<file path="src/rtl/reptile_pkg.sv">
// Shared types for the Reptile memory arbiter: bus widths, port id and command record.
// Optional lock feature elsewhere is selected with `define REPTILE_ARB_LOCK_EN.
package reptile_pkg;

  localparam int ADDR_W = 12;
  localparam int DATA_W = 16;

  typedef logic [0:0] port_id_t;

  typedef struct packed {
    logic              valid;
    port_id_t          port;
    logic              we;
    logic [ADDR_W-1:0] addr;
    logic [DATA_W-1:0] wdata;
  } cmd_t;

  function automatic port_id_t other_port(input port_id_t p);
    return ~p;
  endfunction

endpackage

</file>
<file path="src/rtl/reptile_mem_arbiter_if.sv">
// Requester-side bus of the Reptile memory arbiter; master = core/DMA, slave = arbiter.
// The lock wire exists only when REPTILE_ARB_LOCK_EN is defined.
interface reptile_mem_arbiter_if;
  import reptile_pkg::*;

  logic              valid;
  logic              ready;
  logic              we;
  logic [ADDR_W-1:0] addr;
  logic [DATA_W-1:0] wdata;
  logic              rvalid;
  logic [DATA_W-1:0] rdata;
`ifdef REPTILE_ARB_LOCK_EN
  logic              lock;

  modport master (output valid, we, addr, wdata, lock, input ready, rvalid, rdata);
  modport slave  (input valid, we, addr, wdata, lock, output ready, rvalid, rdata);
`else
  modport master (output valid, we, addr, wdata, input ready, rvalid, rdata);
  modport slave  (input valid, we, addr, wdata, output ready, rvalid, rdata);
`endif

endinterface

</file>
<file path="src/rtl/reptile_rr_pick.sv">
// Combinational 2-way round-robin pick: a lone requester wins, a tie goes to
// the port that did not win last.
module reptile_rr_pick
  import reptile_pkg::*;
(
  input  logic [1:0] valid,
  input  port_id_t   last_grant,
  output logic       grant_valid,
  output port_id_t   grant_port
);

  always_comb begin
    grant_valid = |valid;
    grant_port  = 1'b0;
    if (&valid)
      grant_port = other_port(last_grant);
    else if (valid[1])
      grant_port = 1'b1;
  end

endmodule

</file>
<file path="src/rtl/reptile_mem_arbiter.sv">
// Two-port round-robin arbiter for the Reptile memory port: ARB -> CMD -> RSP pipeline.
// Define REPTILE_ARB_LOCK_EN to add per-port lock inputs that hold the grant.
module reptile_mem_arbiter
  import reptile_pkg::*;
(
  input  logic                 clk,
  input  logic                 rst,
  reptile_mem_arbiter_if.slave req0,
  reptile_mem_arbiter_if.slave req1,
  output logic [ADDR_W-1:0]    mem_address,
  output logic [DATA_W-1:0]    mem_data_out,
  output logic                 mem_memwt,
  input  logic [DATA_W-1:0]    mem_data_in
);

  logic [1:0]        req_valid;
  logic [1:0]        pick_valid;
  logic              win_valid;
  port_id_t          win_port;
  port_id_t          last_grant;
  logic              hs;
  logic [1:0]        ready;
  logic              win_we;
  logic [ADDR_W-1:0] win_addr;
  logic [DATA_W-1:0] win_wdata;
  cmd_t              cmd;
  logic [1:0]        rvalid_q;
  logic [DATA_W-1:0] rdata0_q;
  logic [DATA_W-1:0] rdata1_q;

  assign req_valid = {req1.valid, req0.valid};

`ifdef REPTILE_ARB_LOCK_EN
  logic     lock_active;
  port_id_t lock_owner;
  logic     win_lock;

  // While a lock is held the non-owner is hidden from the picker entirely.
  always_comb begin
    pick_valid = req_valid;
    if (lock_active) begin
      if (lock_owner == 1'b0)
        pick_valid[1] = 1'b0;
      else
        pick_valid[0] = 1'b0;
    end
  end

  assign win_lock = win_port ? req1.lock : req0.lock;

  always_ff @(posedge clk) begin
    if (rst) begin
      lock_active <= 1'b0;
      lock_owner  <= 1'b0;
    end else if (hs) begin
      lock_active <= win_lock;
      lock_owner  <= win_port;
    end else if (lock_active && !req_valid[lock_owner]) begin
      lock_active <= 1'b0;
    end
  end
`else
  assign pick_valid = req_valid;
`endif

  reptile_rr_pick u_pick (
    .valid       (pick_valid),
    .last_grant  (last_grant),
    .grant_valid (win_valid),
    .grant_port  (win_port)
  );

  assign hs = win_valid && !rst;

  always_comb begin
    ready = 2'b00;
    if (hs)
      ready[win_port] = 1'b1;
  end

  assign req0.ready = ready[0];
  assign req1.ready = ready[1];

  assign win_we    = win_port ? req1.we    : req0.we;
  assign win_addr  = win_port ? req1.addr  : req0.addr;
  assign win_wdata = win_port ? req1.wdata : req0.wdata;

  always_ff @(posedge clk) begin
    if (rst) begin
      cmd        <= '0;
      last_grant <= 1'b1;
    end else if (hs) begin
      cmd.valid  <= 1'b1;
      cmd.port   <= win_port;
      cmd.we     <= win_we;
      cmd.addr   <= win_addr;
      cmd.wdata  <= win_wdata;
      last_grant <= win_port;
    end else begin
      cmd        <= '0;
    end
  end

  // Read data is sampled at the end of the CMD cycle, since the memory read is asynchronous.
  always_ff @(posedge clk) begin
    if (rst) begin
      rvalid_q <= 2'b00;
      rdata0_q <= '0;
      rdata1_q <= '0;
    end else begin
      rvalid_q <= 2'b00;
      if (cmd.valid && !cmd.we) begin
        if (cmd.port == 1'b0) begin
          rvalid_q[0] <= 1'b1;
          rdata0_q    <= mem_data_in;
        end else begin
          rvalid_q[1] <= 1'b1;
          rdata1_q    <= mem_data_in;
        end
      end
    end
  end

  assign req0.rvalid = rvalid_q[0];
  assign req1.rvalid = rvalid_q[1];
  assign req0.rdata  = rdata0_q;
  assign req1.rdata  = rdata1_q;

  // Gating with rst keeps an in-flight command from writing during the reset cycle.
  assign mem_memwt    = cmd.valid && cmd.we && !rst;
  assign mem_address  = (cmd.valid && !rst) ? cmd.addr : '0;
  assign mem_data_out = rst ? '0 : cmd.wdata;

endmodule
</file>
<file path="src/flat_wrapper.sv">
// flat-port wrapper written by rule: the top's interface ports become plain ports
module reptile_mem_arbiter_flat import reptile_pkg::*;
  (clk, rst, mem_address, mem_data_out, mem_memwt, mem_data_in, req0_valid, req0_we, req0_addr, req0_wdata, req0_ready, req0_rvalid, req0_rdata, req1_valid, req1_we, req1_addr, req1_wdata, req1_ready, req1_rvalid, req1_rdata);
  reptile_mem_arbiter_if req0_i ();
  reptile_mem_arbiter_if req1_i ();
  input  logic clk;
  input  logic rst;
  output logic [ADDR_W-1:0] mem_address;
  output logic [DATA_W-1:0] mem_data_out;
  output logic mem_memwt;
  input  logic [DATA_W-1:0] mem_data_in;
  input wire logic [$bits(req0_i.valid)-1:0] req0_valid;
  input wire logic [$bits(req0_i.we)-1:0] req0_we;
  input wire logic [$bits(req0_i.addr)-1:0] req0_addr;
  input wire logic [$bits(req0_i.wdata)-1:0] req0_wdata;
  output wire logic [$bits(req0_i.ready)-1:0] req0_ready;
  output wire logic [$bits(req0_i.rvalid)-1:0] req0_rvalid;
  output wire logic [$bits(req0_i.rdata)-1:0] req0_rdata;
  input wire logic [$bits(req1_i.valid)-1:0] req1_valid;
  input wire logic [$bits(req1_i.we)-1:0] req1_we;
  input wire logic [$bits(req1_i.addr)-1:0] req1_addr;
  input wire logic [$bits(req1_i.wdata)-1:0] req1_wdata;
  output wire logic [$bits(req1_i.ready)-1:0] req1_ready;
  output wire logic [$bits(req1_i.rvalid)-1:0] req1_rvalid;
  output wire logic [$bits(req1_i.rdata)-1:0] req1_rdata;
  assign req0_i.valid = req0_valid;
  assign req0_i.we = req0_we;
  assign req0_i.addr = req0_addr;
  assign req0_i.wdata = req0_wdata;
  assign req0_ready = req0_i.ready;
  assign req0_rvalid = req0_i.rvalid;
  assign req0_rdata = req0_i.rdata;
  assign req1_i.valid = req1_valid;
  assign req1_i.we = req1_we;
  assign req1_i.addr = req1_addr;
  assign req1_i.wdata = req1_wdata;
  assign req1_ready = req1_i.ready;
  assign req1_rvalid = req1_i.rvalid;
  assign req1_rdata = req1_i.rdata;
  reptile_mem_arbiter u_core (.clk(clk), .rst(rst), .req0(req0_i), .req1(req1_i), .mem_address(mem_address), .mem_data_out(mem_data_out), .mem_memwt(mem_memwt), .mem_data_in(mem_data_in));
endmodule
</file>
<file path="config.mk">
export PLATFORM = sky130hd
export DESIGN_NAME = reptile_mem_arbiter_flat
export DESIGN_NICKNAME = d
export VERILOG_FILES = /design/src/rtl/reptile_pkg.sv /design/src/rtl/reptile_mem_arbiter_if.sv /design/src/rtl/reptile_rr_pick.sv /design/src/rtl/reptile_mem_arbiter.sv /design/src/flat_wrapper.sv
export SDC_FILE = /design/constraint.sdc
export NUM_CORES = 1
export LEC_CHECK = 0
export CAP_MARGIN = 20
export CORE_ASPECT_RATIO = 0.75
export CORE_MARGIN = 8
export CORE_UTILIZATION = 30
export CTS_BUF_LIST = sky130_fd_sc_hd__clkbuf_4
export CTS_CLUSTER_SIZE = 12
export DETAILED_ROUTE_END_ITERATION = 10
export GPL_ROUTABILITY_DRIVEN = 0
export PLACE_DENSITY = 0.61
export SLEW_MARGIN = 30
export SYNTH_ARGS = -nofsm -noshare
export SYNTH_HDL_FRONTEND = slang
export SYNTH_HIERARCHICAL = 1
export SYNTH_SLANG_ARGS = --single-unit
</file>
<file path="constraint.sdc">
create_clock -name clk -period 1.6 [get_ports clk]
set_input_delay 0.4 -clock clk [delete_from_list [all_inputs] [get_ports clk]]
set_output_delay 0.4 -clock clk [all_outputs]
set_load 0.01 [all_outputs]
</file>
==> run_results.csv <==
group,metric,value,unit
setup_path,worst-r2r-cell-count,5,
job,cap_viol_max_count,0,
setup_path,path_buf_inv,2,
clocking,cts_buffers,9,
setup_path,worstReg2RegStart,"u_core/last_grant$_SDFFE_PP1P_",
global_route,grt_pass1_vias,2463,
setup_path,worstSetupStartpointType,"flop",
setup_path,cp.required,1.20,ns
global_route,antenna_found_initial,0,
run_status,outcome,"finished with violations",
setup_path,rrSetupSlack,0.16,ns
global_route,grt_busiest_layer,"met2",
die,initial_core_util,30.7,%
synth,async_reset_ff_share,0,%
die,die_area,0.0125,mm2
drt,firstDrtPassIters,4,
synth,synth_top_family_by_area,"simple AND/OR/NAND/NOR gates",
power_and_ir_drop,p_leak,2.11,nW
power_and_ir_drop,switchingPower,846,uW
finish,syn2layout_area_growth,63.2,%
sta,slew_violations,0,
placed_design,io_buffers,142,
sta,worst_slew_pin_slew,0.352,ns
synth,muxShareOfSynthArea,22.2,%
drt,wire_per_inst,14.8,um
sta,finalHoldViolCount,0,
setup_path,endpoint_kind,"output pin",
sta,rsz0062_at_grt,"true",
power_and_ir_drop,power_frac_seq,53.7,%
synth,syn_avg_cell_area,10.3,um2
synth,synth.net_count,346,
finish,fin_nets,503,
placed_design,dp_worst_setup_slack,-0.782,ns
drt,avgViaCountPerCell,4.33,
global_route,grt_util_met2,21.8,%
hold_path,hp-start,"req1_valid",
die,ios,143,
power_and_ir_drop,irDropWorstVdd,0.281,mV
setup_path,crit_family,"simple AND/OR/NAND/NOR gates",
clocking,cts-hold-fix-buffers,0,
run_status,violations,"setup timing",
hold_path,min_to,"u_core/cmd[29]$_SDFF_PP0_",
finish,layout-drive-gt1-share,20.3,%
sta,finalSetupViolations,14,
setup_path,cp_slowest_cell,"dfxtp_2",
sta,fmax,578,MHz
power_and_ir_drop,internal_power,2.44,mW
die,die_width,127,um
drt,drt_iter0_drc,75,
synth,yosysTopAreaCellShare,48.0,%
clocking,cts_sinks,66,
global_route,gr-usage-all-layers,12.8,%
setup_path,reg2reg_to,"u_core/cmd[11]$_SDFF_PP0_",
synth,ys.flop_type,"dfxtp_1",
synth,yosys.cell_types.count,20,
global_route,grt_pass1_wl,12700,um
drt,drc,0,
global_route,use_met1,13.3,%
drt,finalWirelength,8000,um
synth,synth_area_leaders,"dfxtp_1 48%, mux2i_1 22%, nand2b_1 11%",
power_and_ir_drop,fin_total_pwr,3.28,mW
global_route,grt_max_degree,53,
finish,final_area,0.00449,mm2
die,core,0.00897,mm2
drt,dr_total_vias,2338,
finish,antenna_cells,0,
sta,fin_skew,0.0138,ns
die,fp.dieH,98.9,um
placed_design,dp.final_hpwl,6230,um
synth,ys_seq_area_share,48.0,%
synth,synth_xor_area_share,0,%
power_and_ir_drop,switching_share,25.8,%
sta,final.setup.worst_slack,-0.131,ns
synth,yosysMostFrequentCell,"dfxtp_1",
clocking,ctsLongestPathBuffers,2,
power_and_ir_drop,combPwrFrac,20.7,%
clocking,cts_root_buffer,"clkbuf_4",
synth,yosys-top-cells-count,"66 x dfxtp_1, 61 x mux2i_1, 49 x nand2b_1",
clocking,htree_levels,3,
sta,period_needed,1.73,ns
setup_path,critical-path-max-stage-delay,0.35,ns
synth,synth_compound_area_share,0.591,%
synth,syn_area,0.00275,mm2
synth,synth_top_cell_by_area,"dfxtp_1",
setup_path,crit_path_start,"u_core/cmd[30]$_SDFF_PP0_",
power_and_ir_drop,p_clk_share,25.6,%
setup_path,crit_chain,"and2b_4 -> buf_12 -> and2_4 -> buf_6",
sta,post-route-period-util,108,%
die,core.rowCount,30,
setup_path,crit_type,"reg -> out",
setup_path,arrival,1.33,ns
synth,synth_warnings,6,
hold_path,hold_path.class,"in -> reg",
synth,syn_inst,268,
global_route,use_met3,6.47,%
setup_path,cp_num_cells,4,
sta,whs,0.438,ns
synth,synth_fa_ha_area_share,0,%
sta,relSlewSlack,76.5,%
synth,synth-simple-area-share,25.5,%
drt,postRouteAntennaNets,0,
clocking,worstSkewPairLatency,0.40,ns
hold_path,worstHoldPathCells,3,
setup_path,path_max_fanout,6,
clocking,cts_tree,"yes",
synth,synth_edf_count,0,
synth,ys_ff_latch,66,
global_route,grt_remaining_overflow,0,
clocking,clk_pin_slew_worst_paths,0.11,ns
power_and_ir_drop,p_per_area,731,mW/mm2
placed_design,placed_area,0.00435,mm2
-- placed cells by master (no fill, tap or decap), types with 3 or more instances in the layout --
master / count
clkinv_1: 3
mux2i_1: 61
buf_2: 12
dfxtp_1: 64
buf_4: 18
clkbuf_4: 9
and2_4: 14
nor2_1: 29
buf_6: 17
nor2b_1: 17
dlygate4sd2_1: 39
clkdlybuf4s50_1: 74
nand2b_1: 48
-- final cells by class --
cell class | instances | area (um2)
fill | 862 | 4480
timing repair buffer | 165 | 1540
multi-input combinational | 182 | 1390
sequential | 66 | 1320
tap | 112 | 140
clock buffer | 9 | 67.6
clock inverter | 5 | 23.8
inverter | 1 | 3.75
-- flip-flops by register name, summed over array words and instances, names as in the netlist --
register,flops
u_core/cmd,31
u_core/last_grant,1
u_core/req0.rdata,16
u_core/req1.rdata,16
u_core/rvalid_q,2
-- worst max-delay path by stage --
stage | endpoint | slack [ns]
6_report | mem_address[5] | -0.13
5_1_grt | mem_address[9] | -0.21
4_1_cts | mem_address[10] | -0.16
3_5_place_dp | req1_ready | -0.78
3_3_place_gp | req1_ready | -0.71
2_1_floorplan | req1_ready | 0.09
-- cells by family after synthesis --
group,Yosys count
AND/OR/NAND/NOR,119
flip-flops,66
multiplexers,61
buffers and inverters,20
AO/OA/AOI/OAI,2
-- metal layers --
metal	vias up	routed length, um	share of wire (%)
met2	77	3860	48
li1	1179	-	-
met4	0	140	1.7
met1	1070	3240	41
met3	12	755	9.4
met5	-	0	0
-- tightest hold or removal path, delay by kind of cell --
| kind | cells | cell delay (ns) |
|---|---|---|
| AOI/OAI and AO/OA | 1 | 0.15 |
| and+or+nand+nor | 1 | 0.13 |
| buffers and inverters | 1 | 0.11 |
-- what timing repair did --
item / in CTS / in global routing
endpoints found under the setup margin: 65 / 24
pin swaps: 16 / 1
buffers inserted: 3 / 3
cloned: 1 / 0
resized for setup: 178 / 14
-- power groups by stage --
stage,Sequential (mW),Clock (mW),Combinational (mW)
after floorplan,1.81,0,0.274
after global placement,1.80,0,0.681
after detailed placement,1.80,0,0.688
after CTS,1.76,0.895,0.680
after global routing,1.78,0.967,0.735
final,1.76,0.841,0.678
-- metrics by stage --
stage	util, %	cells	TNS (ns)
final	50.1	540	-1.57
after global routing	50.1	540	-2.79
after CTS	49.7	537	-1.99
after detailed placement	48.5	519	-20.49
after global placement	48.5	519	-18.85
after floorplan	-	268	0
(Power assumes the default switching activity.)
